===== src/rtl/tnn_pkg.sv =====
// Shared widths, types and defaults for the TNN input front end.
package tnn_pkg;

    localparam int unsigned FEAT_N   = 6;
    localparam int unsigned IN_W     = 8;
    localparam int unsigned Q_W      = 3;
    localparam int unsigned LVL_N    = 7;
    localparam int unsigned THR_STEP = 32;
    localparam int unsigned IDX_W    = 3;
    localparam int unsigned CNT_W    = 16;

    typedef logic [Q_W-1:0]   q_code_t;
    typedef logic [IDX_W-1:0] feat_idx_t;

    // One quantized frame, feature 0 in field a through feature 5 in field f.
    typedef struct packed {
        q_code_t a;
        q_code_t b;
        q_code_t c;
        q_code_t d;
        q_code_t e;
        q_code_t f;
    } q_frame_t;

    // Reset value of threshold level lvl (1..7): evenly spaced steps.
    function automatic logic [IN_W-1:0] default_thr(input int unsigned lvl);
        return IN_W'(THR_STEP * lvl);
    endfunction

endpackage


===== src/rtl/tnn_input_quantizer_if.sv =====
// Raw beat stream in, quantized frame out.
interface tnn_input_quantizer_if #(
    parameter int unsigned IN_W = 8,
    parameter int unsigned Q_W  = 3
) ();

    logic            s_valid;
    logic            s_ready;
    logic [IN_W-1:0] s_data;
    logic            s_last;

    logic            m_valid;
    logic            m_ready;
    logic [Q_W-1:0]  m_a;
    logic [Q_W-1:0]  m_b;
    logic [Q_W-1:0]  m_c;
    logic [Q_W-1:0]  m_d;
    logic [Q_W-1:0]  m_e;
    logic [Q_W-1:0]  m_f;

    // Environment view: produces raw beats, consumes frames.
    modport master (
        output s_valid, s_data, s_last, m_ready,
        input  s_ready, m_valid, m_a, m_b, m_c, m_d, m_e, m_f
    );

    // Quantizer view.
    modport slave (
        input  s_valid, s_data, s_last, m_ready,
        output s_ready, m_valid, m_a, m_b, m_c, m_d, m_e, m_f
    );

endinterface


===== src/rtl/tnn_thermo_quant.sv =====
// Thermometer quantizer: counts how many thresholds the value meets or exceeds.
module tnn_thermo_quant #(
    parameter int unsigned IN_W  = 8,
    parameter int unsigned LVL_N = 7
) (
    input  logic [IN_W-1:0]            value,
    input  logic [LVL_N-1:0][IN_W-1:0] thr,
    output logic [2:0]                 count
);

    // Plain population count, so non-monotonic tables still give 0..7.
    always_comb begin
        count = 3'd0;
        for (int unsigned k = 0; k < LVL_N; k++) begin
            if (value >= thr[k]) begin
                count = count + 3'd1;
            end
        end
    end

endmodule


===== src/rtl/tnn_input_quantizer.sv =====
// Quantizes a six-beat raw feature frame into six thermometer codes for the neuron array.
module tnn_input_quantizer #(
    parameter int unsigned FEAT_N = tnn_pkg::FEAT_N,
    parameter int unsigned IN_W   = tnn_pkg::IN_W,
    parameter int unsigned Q_W    = tnn_pkg::Q_W
) (
    input  logic                     clk,
    input  logic                     rst_n,
    input  logic                     cfg_we,
    input  logic [2:0]               cfg_feat,
    input  logic [2:0]               cfg_lvl,
    input  logic [IN_W-1:0]          cfg_thr,
    tnn_input_quantizer_if.slave     bus,
    output logic                     err_frame,
    output logic [tnn_pkg::CNT_W-1:0] frame_cnt
);

    import tnn_pkg::*;

    localparam feat_idx_t LAST_IDX = feat_idx_t'(FEAT_N - 1);

    logic [IN_W-1:0]            thr_q [FEAT_N][LVL_N];
    logic [LVL_N-1:0][IN_W-1:0] thr_sel;
    logic [2:0]                 code_raw;
    q_code_t                    code;
    logic                       cfg_ok;
    logic                       accept;
    logic                       handshake;

    feat_idx_t                  idx_q, idx_d;
    q_code_t                    slot_q [FEAT_N];
    q_code_t                    slot_d [FEAT_N];
    q_frame_t                   out_q, out_d;
    logic                       m_valid_q, m_valid_d;
    logic                       s_ready_q, s_ready_d;
    logic                       err_q, err_d;
    logic [CNT_W-1:0]           cnt_q, cnt_d;

    assign cfg_ok    = cfg_we && (32'(cfg_feat) < FEAT_N) && (cfg_lvl != 3'd0);
    assign accept    = bus.s_valid && s_ready_q;
    assign handshake = m_valid_q && bus.m_ready;

    // Threshold table; level n lives at column n-1.
    always_ff @(posedge clk or negedge rst_n) begin
        if (!rst_n) begin
            for (int unsigned f = 0; f < FEAT_N; f++) begin
                for (int unsigned k = 0; k < LVL_N; k++) begin
                    thr_q[f][k] <= IN_W'(default_thr(k + 1));
                end
            end
        end else if (cfg_ok) begin
            thr_q[cfg_feat][cfg_lvl - 3'd1] <= cfg_thr;
        end
    end

    // Row of thresholds for the feature currently being received.
    always_comb begin
        thr_sel = '0;
        for (int unsigned k = 0; k < LVL_N; k++) begin
            thr_sel[k] = thr_q[idx_q][k];
        end
    end

    tnn_thermo_quant #(
        .IN_W  (IN_W),
        .LVL_N (LVL_N)
    ) u_quant (
        .value (bus.s_data),
        .thr   (thr_sel),
        .count (code_raw)
    );

    assign code = q_code_t'(code_raw);

    // Frame assembly, output hold and framing checks.
    always_comb begin
        idx_d     = idx_q;
        slot_d    = slot_q;
        out_d     = out_q;
        m_valid_d = m_valid_q && !bus.m_ready;
        err_d     = 1'b0;
        cnt_d     = cnt_q + CNT_W'(handshake);

        if (accept) begin
            slot_d[idx_q] = code;
            if (idx_q == LAST_IDX) begin
                out_d.a   = slot_d[0];
                out_d.b   = slot_d[1];
                out_d.c   = slot_d[2];
                out_d.d   = slot_d[3];
                out_d.e   = slot_d[4];
                out_d.f   = slot_d[5];
                m_valid_d = 1'b1;
                idx_d     = '0;
                err_d     = !bus.s_last;
            end else if (bus.s_last) begin
                // Short frame: drop what was collected and resync.
                idx_d = '0;
                err_d = 1'b1;
            end else begin
                idx_d = idx_q + feat_idx_t'(1);
            end
        end

        // Stall the final beat only while the previous frame is still held.
        s_ready_d = !((idx_d == LAST_IDX) && m_valid_d);
    end

    // State registers.
    always_ff @(posedge clk or negedge rst_n) begin
        if (!rst_n) begin
            idx_q     <= '0;
            out_q     <= '0;
            m_valid_q <= 1'b0;
            s_ready_q <= 1'b1;
            err_q     <= 1'b0;
            cnt_q     <= '0;
            for (int unsigned f = 0; f < FEAT_N; f++) begin
                slot_q[f] <= '0;
            end
        end else begin
            idx_q     <= idx_d;
            out_q     <= out_d;
            m_valid_q <= m_valid_d;
            s_ready_q <= s_ready_d;
            err_q     <= err_d;
            cnt_q     <= cnt_d;
            slot_q    <= slot_d;
        end
    end

    assign bus.s_ready = s_ready_q;
    assign bus.m_valid = m_valid_q;
    assign bus.m_a     = Q_W'(out_q.a);
    assign bus.m_b     = Q_W'(out_q.b);
    assign bus.m_c     = Q_W'(out_q.c);
    assign bus.m_d     = Q_W'(out_q.d);
    assign bus.m_e     = Q_W'(out_q.e);
    assign bus.m_f     = Q_W'(out_q.f);
    assign err_frame   = err_q;
    assign frame_cnt   = cnt_q;

endmodule


===== src/flat_wrapper.sv =====
// flat-port wrapper written by rule: the top's interface ports become plain ports
module tnn_input_quantizer_flat import tnn_pkg::*;
#(
    parameter int unsigned FEAT_N = tnn_pkg::FEAT_N,
    parameter int unsigned IN_W   = tnn_pkg::IN_W,
    parameter int unsigned Q_W    = tnn_pkg::Q_W
)
  (clk, rst_n, cfg_we, cfg_feat, cfg_lvl, cfg_thr, err_frame, frame_cnt, bus_s_valid, bus_s_data, bus_s_last, bus_m_ready, bus_s_ready, bus_m_valid, bus_m_a, bus_m_b, bus_m_c, bus_m_d, bus_m_e, bus_m_f);
  tnn_input_quantizer_if #(.IN_W(IN_W), .Q_W(Q_W)) bus_i ();
  input  logic clk;
  input  logic rst_n;
  input  logic cfg_we;
  input  logic [2:0] cfg_feat;
  input  logic [2:0] cfg_lvl;
  input  logic [IN_W-1:0] cfg_thr;
  output logic err_frame;
  output logic [tnn_pkg::CNT_W-1:0] frame_cnt;
  input wire logic [$bits(bus_i.s_valid)-1:0] bus_s_valid;
  input wire logic [$bits(bus_i.s_data)-1:0] bus_s_data;
  input wire logic [$bits(bus_i.s_last)-1:0] bus_s_last;
  input wire logic [$bits(bus_i.m_ready)-1:0] bus_m_ready;
  output wire logic [$bits(bus_i.s_ready)-1:0] bus_s_ready;
  output wire logic [$bits(bus_i.m_valid)-1:0] bus_m_valid;
  output wire logic [$bits(bus_i.m_a)-1:0] bus_m_a;
  output wire logic [$bits(bus_i.m_b)-1:0] bus_m_b;
  output wire logic [$bits(bus_i.m_c)-1:0] bus_m_c;
  output wire logic [$bits(bus_i.m_d)-1:0] bus_m_d;
  output wire logic [$bits(bus_i.m_e)-1:0] bus_m_e;
  output wire logic [$bits(bus_i.m_f)-1:0] bus_m_f;
  assign bus_i.s_valid = bus_s_valid;
  assign bus_i.s_data = bus_s_data;
  assign bus_i.s_last = bus_s_last;
  assign bus_i.m_ready = bus_m_ready;
  assign bus_s_ready = bus_i.s_ready;
  assign bus_m_valid = bus_i.m_valid;
  assign bus_m_a = bus_i.m_a;
  assign bus_m_b = bus_i.m_b;
  assign bus_m_c = bus_i.m_c;
  assign bus_m_d = bus_i.m_d;
  assign bus_m_e = bus_i.m_e;
  assign bus_m_f = bus_i.m_f;
  tnn_input_quantizer #(.FEAT_N(FEAT_N), .IN_W(IN_W), .Q_W(Q_W)) u_core (.clk(clk), .rst_n(rst_n), .cfg_we(cfg_we), .cfg_feat(cfg_feat), .cfg_lvl(cfg_lvl), .cfg_thr(cfg_thr), .bus(bus_i), .err_frame(err_frame), .frame_cnt(frame_cnt));
endmodule

===== config.mk =====
export PLATFORM = sky130hd
export DESIGN_NAME = tnn_input_quantizer_flat
export DESIGN_NICKNAME = d
export VERILOG_FILES = /design/src/rtl/tnn_pkg.sv /design/src/rtl/tnn_input_quantizer_if.sv /design/src/rtl/tnn_thermo_quant.sv /design/src/rtl/tnn_input_quantizer.sv /design/src/flat_wrapper.sv
export SDC_FILE = /design/constraint.sdc
export NUM_CORES = 1
export LEC_CHECK = 0
export CELL_PAD_IN_SITES_DETAIL_PLACEMENT = 0
export CELL_PAD_IN_SITES_GLOBAL_PLACEMENT = 1
export CORE_UTILIZATION = 38
export DETAILED_ROUTE_END_ITERATION = 12
export PLACE_DENSITY = 0.72
export SLEW_MARGIN = 30
export SYNTH_ARGS = -nofsm -noshare
export SYNTH_HDL_FRONTEND = slang
export SYNTH_HIERARCHICAL = 1
export SYNTH_SLANG_ARGS = --single-unit

===== constraint.sdc =====
create_clock -name clk -period 8.55 [get_ports clk]
set_input_delay 2.1375 -clock clk [delete_from_list [all_inputs] [get_ports clk]]
set_output_delay 2.1375 -clock clk [all_outputs]
set_load 0.03 [all_outputs]

# After elaboration in Yosys (flattened, before gate mapping)
# Index checks and enable logic that the tools add are counted.
# totals
inputBits,28
word_cells,127
output_inout_bits,37
reg_bits,394
# op_classes
bitwise_logic,3
n_mux,26
magnitude_cmp,14
n_reduce_logical,14
n_eq_ne,2
n_addsub,9
# op_table
cell,count
bitwise mux 336 bit,1
binary-select mux 56 bit (select 3 bit),1
demux 56 bit (select 3 bit),1
two-way mux 56 bit,3
>= comparator 8 bit,7
two-way mux 3 bit,10
demux 8 bit (select 3 bit),1
"adder 3 x 1 -> 3 bit, second input constant",7
bitwise mux 18 bit,1
adder 16 x 1 -> 16 bit,1
">= comparator 4 bit, second input constant",3
"less-than comparator 4 x 1 -> 1 bit, second input constant",3
NOT 3 -> 4 bit,3
demux 3 bit (select 3 bit),1
logical AND 1 bit,9
two-way mux 8 bit,1
"== test 3 bit, second input constant",2
two-way mux 1 bit,6
logical NOT 1 bit,3
"less-than comparator 3 bit, second input constant",1
nonzero test 3 bit,1
"subtractor 3 x 1 -> 3 bit, second input constant",1
AND reduction 2 bit,1

# Logic depth before layout (Yosys ltp)
# logic_depth
ltp_word,19
ltp_mapped,34
depth_no_buf,31

# Modules after synthesis
# The synthesis kept the hierarchy.
# by_module_without_submodules
mod,seq_area_each_um2,cells_each,area_each_um2,n_inst
tnn_input_quantizer,9950.8,1360,17859.6,1
tnn_thermo_quant,0.0,215,1737.9,1

# Least setup slack after synthesis
# No wires, ideal clock.
# synth_timing
path_kind,input to register
startpoint,input port bus_s_data[0]
endpoint,register u_core.out_q (netlist bit u_core/bus.m_e[2])
required_time_ps,8467
path_buffers,0
path_stages,27
setup_ps,83
slack_ps,1690
arrival_ps,6777
cell_sequence,inv_1 -> ha_1 -> nand2b_1 -> a21o_1 -> a21o_1 -> a21o_1 -> a21oi_1 -> nor2b_1 -> o21ai_0 -> a21oi_1 -> ha_1 -> xor2_2 -> ha_1 -> xor2_1 -> mux2i_1 -> xnor2_1 -> mux2i_1 -> ha_1 -> a21oi_1 -> nand2_1 -> ha_1 -> o211ai_1 -> xnor2_1 -> xnor2_1 -> xnor2_1 -> mux2i_1 -> o21ai_0
# synth_via
elab_chain_cells,15
word_cells_on_any_way,21
# synth_lines
item,line_no,source
start: declaration,flat_wrapper.sv:19,input wire logic [$bits(bus_i.s_data)-1:0] bus_s_data;
>= comparator 8 bit,tnn_thermo_quant.sv:15,if (value >= thr[k]) begin
two-way mux 1 bit,tnn_thermo_quant.sv:15,
adder 3 x 1 -> 3 bit,tnn_thermo_quant.sv:16,count = count + 3'd1;
two-way mux 3 bit,tnn_thermo_quant.sv:15,
adder 3 x 1 -> 3 bit,tnn_thermo_quant.sv:16,
two-way mux 3 bit,tnn_thermo_quant.sv:15,
adder 3 x 1 -> 3 bit,tnn_thermo_quant.sv:16,
two-way mux 3 bit,tnn_thermo_quant.sv:15,
adder 3 x 1 -> 3 bit,tnn_thermo_quant.sv:16,
two-way mux 3 bit,tnn_thermo_quant.sv:15,
adder 3 x 1 -> 3 bit,tnn_thermo_quant.sv:16,
two-way mux 3 bit,tnn_thermo_quant.sv:15,
adder 3 x 1 -> 3 bit,tnn_thermo_quant.sv:16,
two-way mux 3 bit (*),tnn_thermo_quant.sv:15,
via u_core.code[2],tnn_input_quantizer.sv:25,q_code_t code;
bitwise mux 18 bit (*),tnn_input_quantizer.sv:85,slot_d[idx_q] = code;
end signal: assignment,tnn_input_quantizer.sv:123,out_q <= out_d;
end: declaration,tnn_input_quantizer.sv:33,"q_frame_t out_q, out_d;"
# The timed path passes the listed nets; every way through them passes the cells marked *.
# A chain may end at the register's enable or synchronous reset.

# Worst setup path in the final report
# layout_timing
startpoint,input port bus_s_data[0]
endpoint,register u_core.out_q (netlist bit u_core/bus.m_f[2])
# Same word-level chain as after synthesis.

==> metrics <==
status=finished, final reports clean; drt initial violations=733; HP Class=reg2reg; final max-slew violation count=0; Peak VDD IR=164 µV; Synth Warn #=6; Num CTS Buffers=44; Pwr per Cell Area=262 mW/mm²; RSZ-0062 raised after global routing=no; Placed Cells=2254; final setup margin=0.815 ns; Post-synth EDFFs=0; ys async rst share=1.00; Final Hold Fails=0; Tot Pwr=5.91 mW; Logic pwr share=0.261; commonest non-fill, non-tap cells in the layout=376 x mux2_2, 318 x dfrtp_1, 94 x mux2i_1; static leakage=9.94 nW; Max transition margin=0.387; CTS HTree Levels=2; Worst-Margin Slew=0.919 ns; Longest Clk Path Bufs=3; minimum period implied by the final worst setup slack=7.73 ns; Die Footprint=0.0525 mm²; Seq pwr share=0.408; grt total ovfl=0; WL/cell=21.9 µm; Setup Skew=0.0141 ns; ys flop type=dfrtp_1; Detail Placement HPWL=32200 µm; Setup TNS=0 ns; Critical Path AT=8.20 ns; Die Span Y=229 µm; n_diodes=0; commonest non-fill, non-tap cell in the layout=mux2_2; Max Cap Viol=0; CP required=9.01 ns; Total Wirelength=51100 µm; WHS=0.466 ns; Final #Nets=1726; setup slack, reg-to-reg=1.19 ns; CTS root buffer=clkbuf_16; post-synthesis sequential area ratio=0.508; die width=229 µm; post-route ant nets=0; routability cong.=0.777; CTS resizes=0; IO Pins=65; largest net degree at the start of global routing=126; Pint=4.12 mW; GRT Total Usage=0.200; WS Path Type=in2reg; # hold bufs at CTS=0; CP endpoint kind=register; crit path launch type=input port; port buffer count=64; Layout Area Growth over Synthesis=15.1%; vias in the first global route=13.5k; antenna violations before repair=1; Final Non-Filler Cells=2335; critical-path maximum fanout=8; fmax=129 MHz; Initial Utilization=0.388; synthesized area=0.0196 mm²; syn avg cell area=12.4 µm²; TritonRoute pass-1 iters=4; share of cells above drive strength 1=0.363; Synth cell types=60; syn nets=1672; clock share of power=0.330; switch share=0.303; Site Rows=82; routed vias/inst=5.46; switching pwr=1.79 mW; CTS tree=yes; CORE AREA=0.0505 mm²; clock sinks=394; synthesized netlist cell count=1575; Worst-path clk slew=0.06 ns; post-synthesis register bit count=394; Clk Latency, worst-skew pair=0.56 ns; first-pass GRT wire length=81400 µm; Vias=12.8k; Setup violations, final=0; Final Cycle Share=0.905; setup repair bufs after CTS=0; Post-Place Setup Slack=0.348 ns; DR DRC count=0
power by group through the flow:
stage	clock network, mW	logic [mW]	registers (mW)
after floorplan	0	1.05	2.43
after global placement	0	1.50	2.43
after detailed placement	0	1.54	2.45
after CTS	2.00	1.55	2.41
after global routing	2.09	1.70	2.46
final	1.95	1.54	2.41
cells in the mapped netlist (5+ instances only):
master,count,area share
mux2_2,376,0.22
dfrtp_1,321,0.41
mux2i_1,94,0.048
nor2_1,86,0.016
a21oi_1,82,0.021
dfstp_2,73,0.098
nand2_1,72,0.014
ha_1,69,0.044
clkbuf_1,66,0.013
inv_1,58,0.011
a22oi_1,25,0.0096
o22ai_1,24,0.0077
o221ai_1,23,0.010
o21ai_0,20,0.0051
xnor2_1,15,0.0067
buf_2,13,0.0033
buf_1,12,0.0023
nand2b_1,11,0.0035
nor2b_1,11,0.0035
a21o_1,10,0.0038
nand3_1,10,0.0026
nor2_2,10,0.0032
nor2_4,10,0.0057
xor2_1,9,0.0040
nor3_1,7,0.0018
a221oi_1,6,0.0027
nor4_1,6,0.0019
mux4_2,5,0.0057
layer usage:
layer	vias to the layer above	share of wire	routed length, µm	global-route usage
li1	5751	-	-	-
met1	6696	0.46	23400	0.273
met2	240	0.48	24600	0.333
met3	73	0.038	1920	0.0266
met4	0	0.022	1130	0.0552
met5	-	0	0	0
worst paths after layout:
check                                      from              endpoint  cells after the start
max reg2reg                     u_core/idx_q[0]     u_core/bus.m_f[2]                     31
min                        u_core/frame_cnt[15]  u_core/frame_cnt[15]                      1
max                               bus_s_data[0]     u_core/bus.m_f[2]                     28
min in group asynchronous                 rst_n     u_core/thr_q[116]                      1
max in group asynchronous                 rst_n      u_core/thr_q[41]                      3
min reg2reg                u_core/frame_cnt[15]  u_core/frame_cnt[15]                      1
worst max-delay path, stage by stage:
cell and delay [ns]:
clkdlybuf4s50_1 0.56, inv_1 0.22, ha_1 0.34, nand2b_1 0.14, a21o_1 0.17, a21o_1 0.17, a21o_1 0.17, a21oi_1 0.14
nor2b_1 0.06, o21ai_0 0.26, a21oi_1 0.15, ha_1 0.45, xor2_2 0.27, ha_1 0.32, xor2_1 0.19, mux2i_1 0.29
xnor2_1 0.16, mux2i_1 0.10, ha_1 0.30, a21oi_1 0.17, nand2_1 0.08, ha_1 0.20, o211ai_1 0.10, xnor2_1 0.16
xnor2_1 0.10, xnor2_1 0.50, mux2i_1 0.14, o21ai_0 0.17
cells by family (layout without fill, tap and decap cells):
logic type	Yosys count	after routing	synth area share
fa+ha+maj	69	69	0.0441
mux	475	475	0.270
buf+inv	150	238	0.0296
flops	394	394	0.508
xor+xnor	28	28	0.0140
simple gates	249	249	0.0637
compound gates	210	210	0.0711
cell type report:
| type | instances | area (µm²) |
|---|---|---|
| clock inverter | 9 | 126 |
| fill | 4679 | 27900 |
| tap | 672 | 841 |
| sequential | 394 | 9960 |
| multi-input combinational | 1031 | 9070 |
| clock buffer | 71 | 1380 |
| timing repair buffer | 99 | 947 |
| inverter | 59 | 221 |
flip-flops by register name, summed over array words and instances, names as in the netlist:
register            cells
u_core/thr_q          336
u_core/slot_q          18
u_core/frame_cnt       16
u_core/bus.m_a          3
u_core/bus.m_b          3
u_core/bus.m_c          3
u_core/bus.m_d          3
u_core/bus.m_e          3
u_core/bus.m_f          3
u_core/idx_q            3
u_core/bus.m_valid      1
u_core/bus.s_ready      1
u_core/err_frame        1
through the flow:
stage / instance area, µm² / util
global route: 22600 / 0.447
CTS: 22500 / 0.446
detailed placement: 21000 / 0.416
floorplan: 19600 / -
global placement: 21000 / 0.416
finish: 22600 / 0.447
Power figures use the tool's default switching activity.
